`src/rtl/echo_request_deserializer_pkg.sv`:
```
`default_nettype none
// ============================================================================
// echo_pkg: EchoRequest_data message layout, tag constants and FSM states
// Revision: 1.0
// ============================================================================
package echo_pkg;

  localparam int          ECHO_WORD_W        = 32;
  localparam logic [31:0] ECHO_TAG_SAY       = 32'd1;
  localparam logic [31:0] ECHO_TAG_SAY2      = 32'd2;
  localparam logic [1:0]  ECHO_SAY_BODY_LEN  = 2'd2;
  localparam logic [1:0]  ECHO_SAY2_BODY_LEN = 2'd3;

  typedef struct packed {
    logic [ECHO_WORD_W-1:0] v;
    logic [ECHO_WORD_W-1:0] meth;
  } echo_say_t;

  typedef struct packed {
    logic [ECHO_WORD_W-1:0] v2;
    logic [ECHO_WORD_W-1:0] v;
    logic [ECHO_WORD_W-1:0] meth;
  } echo_say2_t;

  // Union members sit side by side; the unselected member stays zero.
  typedef struct packed {
    echo_say2_t say2;
    echo_say_t  say;
  } echo_request_union_t;

  typedef struct packed {
    echo_request_union_t    data;
    logic [ECHO_WORD_W-1:0] tag;
  } EchoRequest_data;

  typedef enum logic [1:0] {
    ST_HDR   = 2'd0,
    ST_BODY  = 2'd1,
    ST_SEND  = 2'd2,
    ST_DRAIN = 2'd3
  } state_t;

  function automatic logic tag_is_valid(input logic [ECHO_WORD_W-1:0] tag);
    tag_is_valid = (tag == ECHO_TAG_SAY) || (tag == ECHO_TAG_SAY2);
  endfunction

  // Number of beats following the tag; zero for unknown tags.
  function automatic logic [1:0] body_len(input logic [ECHO_WORD_W-1:0] tag);
    case (tag)
      ECHO_TAG_SAY:  body_len = ECHO_SAY_BODY_LEN;
      ECHO_TAG_SAY2: body_len = ECHO_SAY2_BODY_LEN;
      default:       body_len = 2'd0;
    endcase
  endfunction

endpackage
`default_nettype wire

```
`src/rtl/echo_request_deserializer_if.sv`:
```
`default_nettype none
// ============================================================================
// echo_request_deserializer_if: beat input stream and pipe.enq output handshake
// Revision: 1.0
// ============================================================================
interface echo_request_deserializer_if;
  import echo_pkg::*;

  logic                   beat__ENA;
  logic [ECHO_WORD_W-1:0] beat_v;
  logic                   beat_last;
  logic                   beat__RDY;

  logic                   pipe_enq__ENA;
  EchoRequest_data        pipe_enq_v;
  logic                   pipe_enq__RDY;

  modport master (
    output beat__ENA,
    output beat_v,
    output beat_last,
    input  beat__RDY,
    input  pipe_enq__ENA,
    input  pipe_enq_v,
    output pipe_enq__RDY
  );

  modport slave (
    input  beat__ENA,
    input  beat_v,
    input  beat_last,
    output beat__RDY,
    output pipe_enq__ENA,
    output pipe_enq_v,
    input  pipe_enq__RDY
  );

endinterface
`default_nettype wire

```
`src/rtl/echo_request_deserializer.sv`:
```
`default_nettype none
// ============================================================================
// echo_request_deserializer: assembles tag+argument beats into EchoRequest_data
// and offers each well-formed message on pipe.enq; malformed frames are counted.
// Revision: 1.0
// ============================================================================
module echo_request_deserializer
  import echo_pkg::*;
#(
  parameter int ERR_W = 8
) (
  input  wire logic                   CLK,
  input  wire logic                   nRST,
  echo_request_deserializer_if.slave  io,
  output logic [ERR_W-1:0]            err_count
);

  state_t          r_state;
  state_t          w_state_next;
  logic [1:0]      r_idx;
  logic [1:0]      w_idx_next;
  EchoRequest_data r_msg;
  EchoRequest_data w_msg_next;
  logic [ERR_W-1:0] r_err_count;
  logic            w_err;
  logic            w_beat_rdy;
  logic            w_accept;
  logic            w_final;

  // Handshake outputs are pure functions of state.
  assign w_beat_rdy = (r_state != ST_SEND);
  assign w_accept   = io.beat__ENA & w_beat_rdy;
  assign w_final    = (r_idx == (body_len(r_msg.tag) - 2'd1));

  always_ff @(posedge CLK or negedge nRST) begin
    if (!nRST) begin
      r_state <= ST_HDR;
    end else begin
      r_state <= w_state_next;
    end
  end

  always_comb begin
    w_state_next = r_state;
    w_idx_next   = r_idx;
    w_msg_next   = r_msg;
    w_err        = 1'b0;

    case (r_state)
      ST_HDR: begin
        if (w_accept) begin
          w_msg_next     = '0;
          w_msg_next.tag = io.beat_v;
          w_idx_next     = 2'd0;
          if (!tag_is_valid(io.beat_v) || io.beat_last) begin
            w_err        = 1'b1;
            w_state_next = io.beat_last ? ST_HDR : ST_DRAIN;
          end else begin
            w_state_next = ST_BODY;
          end
        end
      end

      ST_BODY: begin
        if (w_accept) begin
          if (r_msg.tag == ECHO_TAG_SAY) begin
            case (r_idx)
              2'd0:    w_msg_next.data.say.meth = io.beat_v;
              2'd1:    w_msg_next.data.say.v    = io.beat_v;
              default: ;
            endcase
          end else begin
            case (r_idx)
              2'd0:    w_msg_next.data.say2.meth = io.beat_v;
              2'd1:    w_msg_next.data.say2.v    = io.beat_v;
              2'd2:    w_msg_next.data.say2.v2   = io.beat_v;
              default: ;
            endcase
          end
          w_idx_next = r_idx + 2'd1;

          // Early last ends the frame here; missing last is flushed in DRAIN.
          if (io.beat_last) begin
            if (w_final) begin
              w_state_next = ST_SEND;
            end else begin
              w_err        = 1'b1;
              w_state_next = ST_HDR;
            end
          end else if (w_final) begin
            w_err        = 1'b1;
            w_state_next = ST_DRAIN;
          end
        end
      end

      ST_SEND: begin
        if (io.pipe_enq__RDY) begin
          w_state_next = ST_HDR;
          w_idx_next   = 2'd0;
        end
      end

      ST_DRAIN: begin
        if (w_accept && io.beat_last) begin
          w_state_next = ST_HDR;
        end
      end

      default: begin
        w_state_next = ST_HDR;
        w_idx_next   = 2'd0;
      end
    endcase
  end

  always_ff @(posedge CLK or negedge nRST) begin
    if (!nRST) begin
      r_idx <= 2'd0;
      r_msg <= '0;
    end else begin
      r_idx <= w_idx_next;
      r_msg <= w_msg_next;
    end
  end

  always_ff @(posedge CLK or negedge nRST) begin
    if (!nRST) begin
      r_err_count <= '0;
    end else if (w_err && (r_err_count != {ERR_W{1'b1}})) begin
      r_err_count <= r_err_count + ERR_W'(1);
    end
  end

  assign io.beat__RDY     = w_beat_rdy;
  assign io.pipe_enq__ENA = (r_state == ST_SEND);
  assign io.pipe_enq_v    = r_msg;
  assign err_count        = r_err_count;

endmodule
`default_nettype wire

```
`src/flat_wrapper.sv`:
```
// flat-port wrapper written by rule: the top's interface ports become plain ports
module echo_request_deserializer_flat import echo_pkg::*;
#(
  parameter int ERR_W = 8
)
  (CLK, nRST, err_count, io_beat__ENA, io_beat_v, io_beat_last, io_beat__RDY, io_pipe_enq__ENA, io_pipe_enq_v, io_pipe_enq__RDY);
  echo_request_deserializer_if io_i ();
  input  wire logic CLK;
  input  wire logic nRST;
  output logic [ERR_W-1:0] err_count;
  input wire logic [$bits(io_i.beat__ENA)-1:0] io_beat__ENA;
  input wire logic [$bits(io_i.beat_v)-1:0] io_beat_v;
  input wire logic [$bits(io_i.beat_last)-1:0] io_beat_last;
  output wire logic [$bits(io_i.beat__RDY)-1:0] io_beat__RDY;
  output wire logic [$bits(io_i.pipe_enq__ENA)-1:0] io_pipe_enq__ENA;
  output wire logic [$bits(io_i.pipe_enq_v)-1:0] io_pipe_enq_v;
  input wire logic [$bits(io_i.pipe_enq__RDY)-1:0] io_pipe_enq__RDY;
  assign io_i.beat__ENA = io_beat__ENA;
  assign io_i.beat_v = io_beat_v;
  assign io_i.beat_last = io_beat_last;
  assign io_beat__RDY = io_i.beat__RDY;
  assign io_pipe_enq__ENA = io_i.pipe_enq__ENA;
  assign io_pipe_enq_v = io_i.pipe_enq_v;
  assign io_i.pipe_enq__RDY = io_pipe_enq__RDY;
  echo_request_deserializer #(.ERR_W(ERR_W)) u_core (.CLK(CLK), .nRST(nRST), .io(io_i), .err_count(err_count));
endmodule
```
`config.mk`:
```
export PLATFORM = sky130hd
export DESIGN_NAME = echo_request_deserializer_flat
export DESIGN_NICKNAME = d
export VERILOG_FILES = /design/src/rtl/echo_request_deserializer_pkg.sv /design/src/rtl/echo_request_deserializer_if.sv /design/src/rtl/echo_request_deserializer.sv /design/src/flat_wrapper.sv
export SDC_FILE = /design/constraint.sdc
export NUM_CORES = 1
export LEC_CHECK = 0
export ABC_AREA = 0
export CORE_MARGIN = 5
export CORE_UTILIZATION = 42
export CTS_CLUSTER_DIAMETER = 200
export DETAILED_ROUTE_END_ITERATION = 8
export PLACE_DENSITY_LB_ADDON = 0.08
export SYNTH_ARGS = -nofsm -noshare
export SYNTH_HDL_FRONTEND = slang
export SYNTH_SLANG_ARGS = --single-unit
```
`constraint.sdc`:
```
create_clock -name CLK -period 2.8 [get_ports CLK]
set_clock_uncertainty 0.15 [all_clocks]
set_input_delay 0.28 -clock CLK [delete_from_list [all_inputs] [get_ports CLK]]
set_output_delay 0.28 -clock CLK [all_outputs]
set_load 0.1 [all_outputs]
```
==> flow_summary.json <==
{
  "yosysMostFrequentCell": "dfrtp_1",
  "rrSetupSlack_ps": -210,
  "drv_cap": 0,
  "critPathSlowestCell": "dfrtp_4",
  "finalCriticalPeriod_ps": 3010,
  "vias": 6184,
  "cp_slowest_stage_delay_ps": 490,
  "slew_headroom_pct": 31.5,
  "antenna_found_initial": 1,
  "preCtsSetupSlack_ps": -393,
  "ys.warnings.count": 0,
  "synth_top_area_share_pct": 65.4,
  "arrival_ps": 3240,
  "crit_start": "u_core.io.pipe_enq_v[4]",
  "grtUsageTotal_pct": 23.5,
  "rows": 49,
  "vias_per_cell": 5.57,
  "startpoint_type": "flip-flop",
  "whs_ps": 208,
  "violations": "negative setup slack",
  "drt_iter0_drc": 341,
  "fillers": 1414,
  "hpwl_mm": 18.6,
  "rsz0062_at_grt": "yes",
  "end_kind": "flip-flop",
  "place_congestion": 0.859,
  "path_clk_slew_ps": 60,
  "wl_per_cell_um": 23.0,
  "cts_tree": "yes",
  "clk_path_buf_depth": 3,
  "synth_cell_types": 32,
  "final_antenna_net_count": 0,
  "finalCritPeriodShare_pct": 107,
  "synth_edf_count": 0,
  "critPathKind": "flip-flop to flip-flop",
  "syn_avg_cell_area_um2": 14.3,
  "die_y_um": 146,
  "area_growth_pct": 47.9,
  "crit_top_cell": "o21ai_2",
  "drive_gt1_share_pct": 47.6,
  "overflow": 0,
  "totalWireLength_mm": 25.5,
  "crit_required_ps": 3030,
  "htreeDepth": 1,
  "diodes": 0,
  "drv_slew": 0,
  "ys_ff_latch": 204,
  "fmax_mhz": 332,
  "synth.net_count": 587,
  "yosysSeqAreaShare_pct": 65.4,
  "status": "complete, but fails checks",
  "drc_errors": 0,
  "netlist_instances": 545,
  "pin_count": 239,
  "setup_violations": 8,
  "dr.pass1.iters": 5,
  "io_buffers": 238,
  "die_w_um": 146,
  "tightest_slew_ps": 1020,
  "reg2reg_depth": 12,
  "grt_pass1_vias": 6738,
  "hp-class": "primary input to asynchronous set/reset pin",
  "finalHoldViolations": 0,
  "core_mm2": 0.0181,
  "numCtsBuffers": 22,
  "async_flop_share_pct": 100,
  "cp_cell_sequence": "nor4_4 > nand4_1 > buf_6 > nor2_4 > o21ai_2 > a32o_1 > a31oi_1 > ha_1 > a21oi_2 > o21ai_2 > a31oi_4 > mux2_4",
  "yosys-top-cells-count": "204 x dfrtp_1, 161 x a22o_1, 34 x mux2_2, 17 x clkbuf_1",
  "ys.flop_type": "dfrtp_1",
  "worstSkewPairLatency_ps": 510,
  "cp_max_fo": 8,
  "r2r-end": "u_core.err_count[1]",
  "dieArea_mm2": 0.0214,
  "worstReg2RegStart": "u_core.io.pipe_enq_v[4]",
  "start_util_pct": 43.0,
  "grt_max_degree": 82,
  "cts_root_buffer": "clkbuf_16",
  "postLayoutSetupSlackWorst_ps": -210,
  "cts_num_sinks": 204,
  "nets": 910,
  "yosysTopAreaCell": "dfrtp_1",
  "synthTopCellsByArea": "dfrtp_1 65%, a22o_1 18%, mux2_2 4.9%",
  "synth.cell_area_mm2": 0.00781,
  "grt_pass1_wl_mm": 40.0
}
==> routing by layer <==
layer	up-vias	share of wire, %	track usage [%]
met4	2	1.3	4.09
met5	-	0.051	0
met1	3174	41	30.5
met3	35	8.1	6.48
met2	236	50	40.2
li1	2737	-	-
==> critical path, delay by kind of cell, from the launching register on <==
family | cells | cell delay (ps)
AOI/OAI and AO/OA | 6 | 960
DFF | 1 | 490
muxes | 1 | 330
adders and majority gates | 1 | 270
buffers and inverters | 1 | 150
and+or+nand+nor | 3 | 520
==> cells by family after synthesis <==
group                    after synthesis  synth area share, %
multiplexers                          34                 4.90
flip-flops                           204                 65.4
adder cells (fa/ha/maj)                5                0.801
AND/OR/NAND/NOR                       65                 4.69
AO/OA/AOI/OAI                        182                 19.8
XOR/XNOR                               9                 1.01
buffers and inverters                 46                 3.43
==> cells in the final DEF (no fill, tap or decap), types with 6 or more instances in the layout <==
master,count
buf_12,11
nand4_1,7
mux2_2,33
dfrtp_4,14
a22o_1,161
dfrtp_2,16
nor4_1,7
dfrtp_1,174
inv_1,7
nor4_4,6
clkdlybuf4s50_1,35
xnor2_1,7
clkbuf_1,7
clkbuf_16,22
nand2_1,15
buf_4,286
==> registers in the layout, summed over array words and instances (netlist names) <==
name,count
u_core.r_idx,2
u_core.io.pipe_enq_v,192
u_core.err_count,8
u_core.r_state,2
==> cell type report <==
class / instances / area (um^2) / area share [%]
Clock buffer: 33 / 632 / 5.47
Clock inverter: 4 / 33.8 / 0.292
Inverter: 7 / 26.3 / 0.227
Multi-Input combinational cell: 295 / 2610 / 22.6
Sequential cell: 204 / 5180 / 44.8
Tap cell: 229 / 287 / 2.48
Timing Repair Buffer: 338 / 2790 / 24.1
==> metrics by stage <==
step | instances | instance area [um^2] | utilization (%) | TNS (ps)
after CTS | 1107 | 11400 | 63.1 | -2060
final | 1110 | 11600 | 63.7 | -1360
after floorplan | 545 | 7920 | - | -2380
after detailed placement | 1068 | 10700 | 59.1 | -2880
after global placement | 1068 | 10700 | 59.1 | -2040
after global routing | 1110 | 11600 | 63.7 | -2870
==> worst max path at each step <==
stage	to	slack, ps	depth (start not counted)
after detailed placement	u_core.err_count[1]	-390	11
after CTS	u_core.err_count[1]	-290	11
final	u_core.err_count[1]	-210	12
after floorplan	u_core.err_count[4]	-360	12
after global routing	u_core.err_count[4]	-370	13
after global placement	u_core.err_count[1]	-310	11
==> repair_timing <==
item | 4_1_cts | 5_1_grt
hold buffers | 1 | 0
endpoints found under the setup margin | 12 | 103
endpoints found under the hold margin | 76 | 0
buffers inserted | 1 | 3
gates resized for setup | 7 | 14
pin swaps | 11 | 11
Power is left out: the tool's default activity adds up to more than one toggle a clock period on the data nets, which glitch-free logic cannot reach.
